## src/rtl/pci_arbiter_pkg.sv

```systemverilog
// Shared types and helpers for the PCI bus arbiter family.
package pci_arb_pkg;

  typedef enum logic [1:0] {
    TA,
    GRANT,
    BUSY
  } arb_state_t;

  localparam int unsigned DEF_N_MASTERS    = 4;
  localparam int unsigned DEF_PARK_MASTER  = 0;
  localparam int unsigned DEF_IDLE_TIMEOUT = 16;

  // Modulo-n increment of a master index.
  function automatic int unsigned next_idx(input int unsigned idx, input int unsigned n);
    return (idx + 1 >= n) ? 0 : idx + 1;
  endfunction

endpackage

```

## src/rtl/pci_arbiter_if.sv

```systemverilog
// Arbiter-facing bundle: request/grant pairs, bus idle monitors and status.
interface pci_arbiter_if #(
  parameter int unsigned N_MASTERS = 4,
  parameter int unsigned OWNER_W   = $clog2(N_MASTERS)
);
  logic [N_MASTERS-1:0] REQ_;
  logic                 FRAME_;
  logic                 IRDY_;
  logic [N_MASTERS-1:0] GNT_;
  logic [OWNER_W-1:0]   owner;
  logic                 owner_vld;
  logic                 parked;
  logic                 timeout;

  // Arbiter side.
  modport master (
    input  REQ_, FRAME_, IRDY_,
    output GNT_, owner, owner_vld, parked, timeout
  );

  // Bus / requester side.
  modport slave (
    output REQ_, FRAME_, IRDY_,
    input  GNT_, owner, owner_vld, parked, timeout
  );
endinterface

```

## src/rtl/pci_rr_picker.sv

```systemverilog
// Combinational round-robin picker: first request at or after rr_ptr, wrapping.
module pci_rr_picker #(
  parameter int unsigned N = 4,
  parameter int unsigned W = $clog2(N)
) (
  input  logic [N-1:0] req,
  input  logic [W-1:0] rr_ptr,
  output logic [W-1:0] winner,
  output logic         any
);

  localparam logic [W:0] N_W = (W+1)'(N);

  logic [W:0] idx;

  // Scan N positions starting at rr_ptr; the first hit wins.
  always_comb begin
    winner = '0;
    any    = 1'b0;
    idx    = '0;
    for (int unsigned i = 0; i < N; i++) begin
      idx = {1'b0, rr_ptr} + (W+1)'(i);
      if (idx >= N_W) idx = idx - N_W;
      if (!any && req[idx[W-1:0]]) begin
        any    = 1'b1;
        winner = idx[W-1:0];
      end
    end
  end

endmodule

```

## src/rtl/pci_arbiter.sv

```systemverilog
// Central PCI arbiter: round-robin grants, bus parking, hidden arbitration
// during transfers and revocation of grants that are never used.
module pci_arbiter
  import pci_arb_pkg::*;
#(
  parameter int unsigned N_MASTERS    = DEF_N_MASTERS,
  parameter int unsigned PARK_MASTER  = DEF_PARK_MASTER,
  parameter int unsigned IDLE_TIMEOUT = DEF_IDLE_TIMEOUT,
  parameter int unsigned OWNER_W      = $clog2(N_MASTERS)
) (
  input  logic          clk,
  input  logic          reset_,
  pci_arbiter_if.master bus
);

  localparam int unsigned        CNT_W    = $clog2(IDLE_TIMEOUT) + 1;
  localparam logic [CNT_W-1:0]   CNT_LAST = CNT_W'(IDLE_TIMEOUT - 1);
  localparam logic [OWNER_W-1:0] PARK_IDX = OWNER_W'(PARK_MASTER);

  arb_state_t           state_q, state_d;
  logic [OWNER_W-1:0]   g_q, g_d;
  logic [N_MASTERS-1:0] gnt_q, gnt_d;
  logic                 parked_q, parked_d;
  logic [OWNER_W-1:0]   rr_q, rr_d;
  logic [CNT_W-1:0]     cnt_q, cnt_d;
  logic [OWNER_W-1:0]   owner_q, owner_d;
  logic                 vld_q, vld_d;
  logic                 tmo_q, tmo_d;
  logic                 gnt_on;

  logic [N_MASTERS-1:0] req;
  logic                 idle;
  logic [OWNER_W-1:0]   winner;
  logic                 any;
  logic [OWNER_W-1:0]   g_next;

  assign req    = ~bus.REQ_;
  assign idle   = bus.FRAME_ & bus.IRDY_;
  assign g_next = OWNER_W'(next_idx(32'(g_q), N_MASTERS));

  pci_rr_picker #(
    .N (N_MASTERS),
    .W (OWNER_W)
  ) u_picker (
    .req    (req),
    .rr_ptr (rr_q),
    .winner (winner),
    .any    (any)
  );

  // Next-state and next-output decode; GNT_ is rebuilt from g_d every clock.
  always_comb begin
    state_d  = state_q;
    g_d      = g_q;
    parked_d = parked_q;
    rr_d     = rr_q;
    cnt_d    = cnt_q;
    owner_d  = owner_q;
    vld_d    = 1'b0;
    tmo_d    = 1'b0;
    gnt_on   = 1'b1;
    unique case (state_q)
      TA: begin
        state_d = GRANT;
        cnt_d   = '0;
        if (any) begin
          g_d      = winner;
          parked_d = 1'b0;
        end else begin
          g_d      = PARK_IDX;
          parked_d = 1'b1;
        end
      end
      GRANT: begin
        // FRAME_ takes priority over every idle-bus rule, including timeout.
        if (!idle) begin
          state_d = BUSY;
          owner_d = g_q;
          rr_d    = g_next;
          cnt_d   = '0;
          vld_d   = 1'b1;
        end else if (parked_q) begin
          if (any) begin
            if (winner == g_q) begin
              parked_d = 1'b0;
            end else begin
              state_d = TA;
              gnt_on  = 1'b0;
            end
          end
        end else if (!req[g_q]) begin
          state_d = TA;
          gnt_on  = 1'b0;
        end else if (cnt_q == CNT_LAST) begin
          tmo_d   = 1'b1;
          rr_d    = g_next;
          state_d = TA;
          gnt_on  = 1'b0;
        end else begin
          cnt_d = cnt_q + CNT_W'(1);
        end
      end
      BUSY: begin
        if (!idle) begin
          vld_d = 1'b1;
          if (any) begin
            g_d      = winner;
            parked_d = 1'b0;
          end else begin
            g_d      = PARK_IDX;
            parked_d = 1'b1;
          end
        end else begin
          state_d = GRANT;
          cnt_d   = '0;
        end
      end
      default: begin
        state_d = TA;
        gnt_on  = 1'b0;
      end
    endcase
    gnt_d = '1;
    if (gnt_on) gnt_d[g_d] = 1'b0;
  end

  // State and registered outputs.
  always_ff @(posedge clk or negedge reset_) begin
    if (!reset_) begin
      state_q  <= TA;
      g_q      <= '0;
      gnt_q    <= '1;
      parked_q <= 1'b0;
      rr_q     <= '0;
      cnt_q    <= '0;
      owner_q  <= '0;
      vld_q    <= 1'b0;
      tmo_q    <= 1'b0;
    end else begin
      state_q  <= state_d;
      g_q      <= g_d;
      gnt_q    <= gnt_d;
      parked_q <= parked_d;
      rr_q     <= rr_d;
      cnt_q    <= cnt_d;
      owner_q  <= owner_d;
      vld_q    <= vld_d;
      tmo_q    <= tmo_d;
    end
  end

  assign bus.GNT_      = gnt_q;
  assign bus.owner     = owner_q;
  assign bus.owner_vld = vld_q;
  assign bus.parked    = parked_q;
  assign bus.timeout   = tmo_q;

endmodule
```

## src/flat_wrapper.sv

```systemverilog
// flat-port wrapper written by rule: the top's interface ports become plain ports
module pci_arbiter_flat import pci_arb_pkg::*;
#(
  parameter int unsigned N_MASTERS    = DEF_N_MASTERS,
  parameter int unsigned PARK_MASTER  = DEF_PARK_MASTER,
  parameter int unsigned IDLE_TIMEOUT = DEF_IDLE_TIMEOUT,
  parameter int unsigned OWNER_W      = $clog2(N_MASTERS)
)
  (clk, reset_, bus_REQ_, bus_FRAME_, bus_IRDY_, bus_GNT_, bus_owner, bus_owner_vld, bus_parked, bus_timeout);
  pci_arbiter_if #(.N_MASTERS(N_MASTERS), .OWNER_W(OWNER_W)) bus_i ();
  input  logic clk;
  input  logic reset_;
  input wire logic [$bits(bus_i.REQ_)-1:0] bus_REQ_;
  input wire logic [$bits(bus_i.FRAME_)-1:0] bus_FRAME_;
  input wire logic [$bits(bus_i.IRDY_)-1:0] bus_IRDY_;
  output wire logic [$bits(bus_i.GNT_)-1:0] bus_GNT_;
  output wire logic [$bits(bus_i.owner)-1:0] bus_owner;
  output wire logic [$bits(bus_i.owner_vld)-1:0] bus_owner_vld;
  output wire logic [$bits(bus_i.parked)-1:0] bus_parked;
  output wire logic [$bits(bus_i.timeout)-1:0] bus_timeout;
  assign bus_i.REQ_ = bus_REQ_;
  assign bus_i.FRAME_ = bus_FRAME_;
  assign bus_i.IRDY_ = bus_IRDY_;
  assign bus_GNT_ = bus_i.GNT_;
  assign bus_owner = bus_i.owner;
  assign bus_owner_vld = bus_i.owner_vld;
  assign bus_parked = bus_i.parked;
  assign bus_timeout = bus_i.timeout;
  pci_arbiter #(.N_MASTERS(N_MASTERS), .PARK_MASTER(PARK_MASTER), .IDLE_TIMEOUT(IDLE_TIMEOUT), .OWNER_W(OWNER_W)) u_core (.clk(clk), .reset_(reset_), .bus(bus_i));
endmodule
```

## config.mk

```make
export PLATFORM = sky130hd
export DESIGN_NAME = pci_arbiter_flat
export DESIGN_NICKNAME = d
export VERILOG_FILES = /design/src/rtl/pci_arbiter_pkg.sv /design/src/rtl/pci_arbiter_if.sv /design/src/rtl/pci_rr_picker.sv /design/src/rtl/pci_arbiter.sv /design/src/flat_wrapper.sv
export SDC_FILE = /design/constraint.sdc
export NUM_CORES = 1
export LEC_CHECK = 0
export BUFFER_PORTS_ARGS = -buffer_cell sky130_fd_sc_hd__buf_4
export CAP_MARGIN = 30
export CORE_ASPECT_RATIO = 1.25
export CORE_MARGIN = 3
export CORE_UTILIZATION = 60
export DETAILED_ROUTE_END_ITERATION = 12
export PLACE_DENSITY = 0.86
export SYNTH_ARGS = -nofsm -noshare
export SYNTH_HDL_FRONTEND = slang
export SYNTH_SLANG_ARGS = --single-unit
export TNS_END_PERCENT = 100
```

## constraint.sdc

```tcl
create_clock -name clk -period 3.1 [get_ports clk]
set_input_delay 0.31 -clock clk [delete_from_list [all_inputs] [get_ports clk]]
set_output_delay 0.31 -clock clk [all_outputs]
set_load 0.05 [all_outputs]
```

* Yosys cells after proc, flatten, opt, wreduce, memory -nomap -nowiden
Cells that the tools add are included.
** Storage, ports and cells
- Bits in registers :: 20
- Bits of input ports :: 8
- Word-level logic and storage cells :: 134
** Cells by class
- Add/subtract/negate cells :: 9
- Magnitude comparators :: 12
- Equality and inequality tests :: 16
- Multiplexer cells :: 68
- Bitwise logic cells :: 4
- Reductions and logical operators :: 16
** Operators by type and width (count)
- 2-bit two-way mux :: 22
- 1-bit two-way mux :: 29
- 5-bit two-way mux :: 5
- 2-bit by 3-bit less-than comparator with 1-bit output, second input constant :: 6
- 5-bit case mux with 3 select lines :: 1
- 3-bit greater-or-equal comparator, second input constant :: 4
- 1-bit binary-select mux with 2-bit select :: 5
- 3-bit inequality test, second input constant :: 3
- 2-bit inequality test, second input constant :: 4
- 4-bit inequality test, second input constant :: 2
- 4-bit NOT :: 2
- 4-bit AND reduction :: 2
- 2-bit by 1-bit subtractor with 2-bit output, second input constant :: 4
- 2-bit by 1-bit adder with 3-bit output, second input constant :: 2
- 2-bit by 2-bit adder with 3-bit output, second input constant :: 2
- 2-bit case mux with 3 select lines :: 1
- 5-bit by 1-bit adder with 5-bit output, second input constant :: 1
- 5-bit by 4-bit equality test with 1-bit output, second input constant :: 1
- 5-bit by 4-bit inequality test with 1-bit output, second input constant :: 1
- 5-bit AND reduction :: 1
- 1-bit logical AND :: 4
- 4-bit two-way mux :: 1
- 2-bit by 1-bit inequality test with 1-bit output, second input constant :: 2
- 2-bit case mux with 2 select lines :: 1
- other kinds (16) :: 19

* Longest topological paths before layout
- Depth after elaboration :: 23
- Mapped depth :: 9

* Modules after synthesis
From an unflattened synthesis, not the netlist that was laid out.
** Second synthesis, totals
- Cell total of the unflattened synthesis :: 128
- Area total of the unflattened synthesis :: 1278.7 µm²
** Modules (own cells, without submodules)
- pci_arbiter :: instances 1, cells an instance 113, area an instance 1201.2 µm², sequential area each 505.5 µm²
- pci_rr_picker :: instances 1, cells an instance 15, area an instance 77.6 µm², sequential area each 0.0 µm²

* Worst setup path before layout
OpenSTA, ideal clock, no wires.
- Path kind :: register to register
- Start :: reg u_core.cnt_q[0]
- End :: reg u_core.cnt_q[4]
- Library setup time :: 0.076 ns
- Arrival :: 1.891 ns
- Path slack :: 1.133 ns
- Cell stages (with the launch flop) :: 9
- Path buffers :: 0
- Path through :: dfrtp_1 -> ha_1 -> and3_1 -> ha_1 -> or3_4 -> nand2_1 -> nand2_1 -> or3_1 -> o21ai_1
** Between the ends
- Longest elaborated chain between the ends :: 6
** Ends and longest elaborated chain
- from (decl) :: RTL line pci_arbiter.sv:25 : logic [CNT_W-1:0] cnt_q, cnt_d;
- from (signal assigned) :: RTL line pci_arbiter.sv:145 : cnt_q <= cnt_d;
- 5-bit by 1-bit adder with 5-bit output :: RTL line pci_arbiter.sv:100 : cnt_d = cnt_q + CNT_W'(1);
- 5-bit two-way mux :: RTL line pci_arbiter.sv:94 : end else if (cnt_q == CNT_LAST) begin
- 5-bit two-way mux :: RTL line pci_arbiter.sv:91 : end else if (!req[g_q]) begin
- 5-bit two-way mux :: RTL line pci_arbiter.sv:82 : end else if (parked_q) begin
- 5-bit two-way mux :: RTL line pci_arbiter.sv:76 : if (!idle) begin
- 5-bit case mux with 3 select lines :: RTL line pci_arbiter.sv:62 : unique case (state_q)
Several ways; a longest one is shown, not always the timed one. The select of a mux whose other input is x is not followed.
A chain may end at the register's enable or synchronous reset.

* Worst setup path after layout
Same ends and word-level chain as after synthesis.

==> impl_metrics.csv <==
group,metric,value,unit
run_status,status,"finished clean",
critical_path,end_kind,"flop",
floorplan,initial_utilization,0.665,
critical_path,critical_path_class,"flop to flop",
place,hpwl,1850,um
synth,synth_xor_area_frac,0.0213,
synth,ys_warn_count,0,
timing,hold_viol_final,0,
clock_network,clk_path_buf_depth,2,
timing,rsz0062_at_grt,"false",
synth,synth_compound_area_frac,0.207,
power_and_ir_drop,p_per_area,1040,nW/um^2
global_routing,antenna_found_initial,0,
synth,muxShareOfSynthArea,0.0539,
synth,synthArstFlopShare,1.00,
floorplan,die_x,46.5,um
clock_network,cts.reportedPaths.clkPinSlew,110,ps
critical_path,reg2reg_from,"u_core.cnt_q[0]$_DFFE_PN0P_",
clock_network,cts_buffers,3,
timing,fin_skew,1.67,ps
global_routing,grt_pass1_wl,4080,um
synth,syn_inst,116,
timing,period_needed,2170,ps
synth,synth_top_family_by_area,"compound AO/OA/AOI/OAI gates",
job,maxCapViolations,0,
timing,period_share,0.701,
synth,yosysTopAreaCell,"dfrtp_1",
routing,drt_first_pass_iters,4,
power_and_ir_drop,peakVddDrop,0.804,mV
clock_network,cts.sinks,20,
critical_path,arrival,2410,ps
timing,fmax,0.460,GHz
clock_network,cts_resized,0,
clock_network,htree_levels,1,
synth,synth_area_leaders,"dfrtp_1 (33%), dfstp_2 (8.5%), ha_1 (7.1%)",
clock_network,cts-root-buf,"clkbuf_4",
critical_path,reg2reg_slack,930,ps
timing,drv_slew,0,
timing,tightest_slew,521,ps
synth,yosysMostFrequentCell,"dfrtp_1",
global_routing,grt_pass1_vias,989,
global_routing,grt_overflow_total,0,
routing,vias,960,
critical_path,path_cells,"ha_1 -> and3_1 -> ha_1 -> or3_4 -> nand2_1 -> nand2_1 -> or3_1 -> o21ai_1",
floorplan,fp.dieArea,2630,sq um
routing,route.detailed.drc,0,
synth,synth_cell_types,43,
routing,drtIter0Drc,18,
synth,synthFlopType,"dfrtp_1",
finish,diodes,0,
clock_network,hold_buffers,1,
timing,final-setup-viol-count,0,
clock_network,tritoncts,"done",
critical_path,path_max_fanout,4,
routing,drt_wl_total,2420,um
critical_path,crit_slowest_cell,"dfrtp_1",
clock_network,clk_latency,300,ps
finish,nNetsFinal,150,
critical_path,worst-path-buf-inv,0,
floorplan,io_pins,17,
synth,syn_avg_cell_area,10.6,sq um
critical_path,startpoint_type,"flop",
global_routing,groute.usage.overall,0.212,
critical_path,crit_start,"u_core.cnt_q[0]$_DFFE_PN0P_",
timing,relSlewSlack,0.649,
critical_path,required,3340,ps
finish,post_route_cells_drive_above_1_share,0.239,
critical_path,crit_family,"simple AND/OR/NAND/NOR gates",
synth,ys_seq_area_frac,0.411,
timing,setup_tns,0,ps
finish,syn_to_final_growth,14.3,%
synth,yosys.area_share.simple,0.199,
critical_path,slowest_delay,440,ps
synth,yosys-top-cells-count,"dfrtp_1 (16), nand2_1 (15), ha_1 (7), nor2_1 (5), o21ai_1 (5)",
floorplan,placementRows,17,
power_and_ir_drop,p_leak,0.666,nW
critical_path,reg2reg_depth,8,
floorplan,core,1850,sq um
hold_path,worstHoldPathType,"primary input to asynchronous set/reset pin",
synth,ys_ff_latch,20,
timing,hold-worst-slack,407,ps
synth,synth_top_cell_area_share,0.325,
global_routing,grt_max_degree,21,
clock_network,post_cts_buffers,0,
synth,synthesis.area,1230,sq um
synth,synth_fp_nets,131,
synth,synth-adder-area-share,0.0711,
routing,wl_per_cell,15.8,um
routing,ant_nets,0,
synth,synth_enable_flop_cells,0,
critical_path,rr_endpoint,"u_core.cnt_q[4]$_DFFE_PN0P_",
place,portBuffers,16,
place,gp_congestion,0.876,
routing,vias_per_cell,6.27,
floorplan,die_h,56.6,um
final cells by class:
type                            count  area [sq um]
Timing Repair Buffer               17           130
Clock inverter                      1          30.0
Inverter                            4          15.0
Tap cell                           19          23.8
Fill cell                         134           443
Sequential cell                    20           505
Multi-Input combinational cell     89           681
Clock buffer                        3          22.5
where the power goes:
group,switching [mW],internal [mW],leakage (nW),total (mW)
clock network,0.0802,0.131,0.0279,0.211
logic,0.482,0.323,0.390,0.805
registers,0.0879,0.360,0.249,0.448
kinds of logic (layout without fill, tap and decap cells):
family	after synthesis	after routing
and+or+nand+nor	46	46
AOI/OAI and AO/OA	28	28
DFF	20	20
adders and majority gates	7	7
buffers and inverters	7	25
muxes	5	5
xor gates and xnor gates	3	3
cells in the final DEF, fill, tap and decap left out, types with 2 or more instances in the layout:
master / instances
o21ai_0: 2
nand3b_1: 2
dfstp_2: 4
and3_1: 3
dfrtp_1: 16
ha_1: 7
buf_4: 16
o21ai_1: 5
a21oi_1: 3
a22o_1: 2
or2_1: 2
nand3_1: 4
mux2_1: 3
clkbuf_4: 3
o31ai_1: 3
nor2_1: 5
and2_1: 4
o211a_1: 2
nor2b_1: 3
inv_1: 4
xor2_1: 2
nor3_1: 2
nand2_1: 15
routing by layer:
layer	track usage	vias up	routed length, um
li1	-	458	-
met1	0.231	475	977
met2	0.362	18	1290
met3	0.0481	9	88
met4	0.106	0	59
met5	0	-	0
worst reg2reg max path: cells and delay by family (launching register included):
family / cells / cell delay, ps
flip-flops: 1 / 440
AO/OA/AOI/OAI: 1 / 80
AND/OR/NAND/NOR: 5 / 1140
adder cells (fa/ha/maj): 2 / 450
stage by stage:
stage	instance area (sq um)	cells	setup WS [ps]	power [mW]	util
6_report	1410	153	927	1.46	0.761
5_1_grt	1410	153	836	1.57	0.761
4_1_cts	1410	153	944	1.47	0.761
3_5_place_dp	1350	148	999	1.26	0.727
3_3_place_gp	1350	148	1060	1.22	0.727
2_1_floorplan	1230	116	1130	1.08	-
sequential cells by signal (all words and copies together), names as in the netlist:
register / cells
u_core.bus.parked: 1
u_core.bus.timeout: 1
u_core.bus.owner: 2
u_core.bus.owner_vld: 1
u_core.state_q: 2
u_core.g_q: 2
u_core.cnt_q: 5
u_core.rr_q: 2
u_core.bus.GNT_: 4
worst max-delay path by stage:
stage,end,cells after the start
after CTS,u_core.cnt_q[4]$_DFFE_PN0P_,8
after global placement,u_core.bus.GNT_[2]$_DFF_PN1_,7
after detailed placement,u_core.cnt_q[4]$_DFFE_PN0P_,8
after floorplan,u_core.cnt_q[4]$_DFFE_PN0P_,8
final,u_core.cnt_q[4]$_DFFE_PN0P_,8
after global routing,u_core.bus.GNT_[2]$_DFF_PN1_,6
Power figures use the tool's default switching activity.
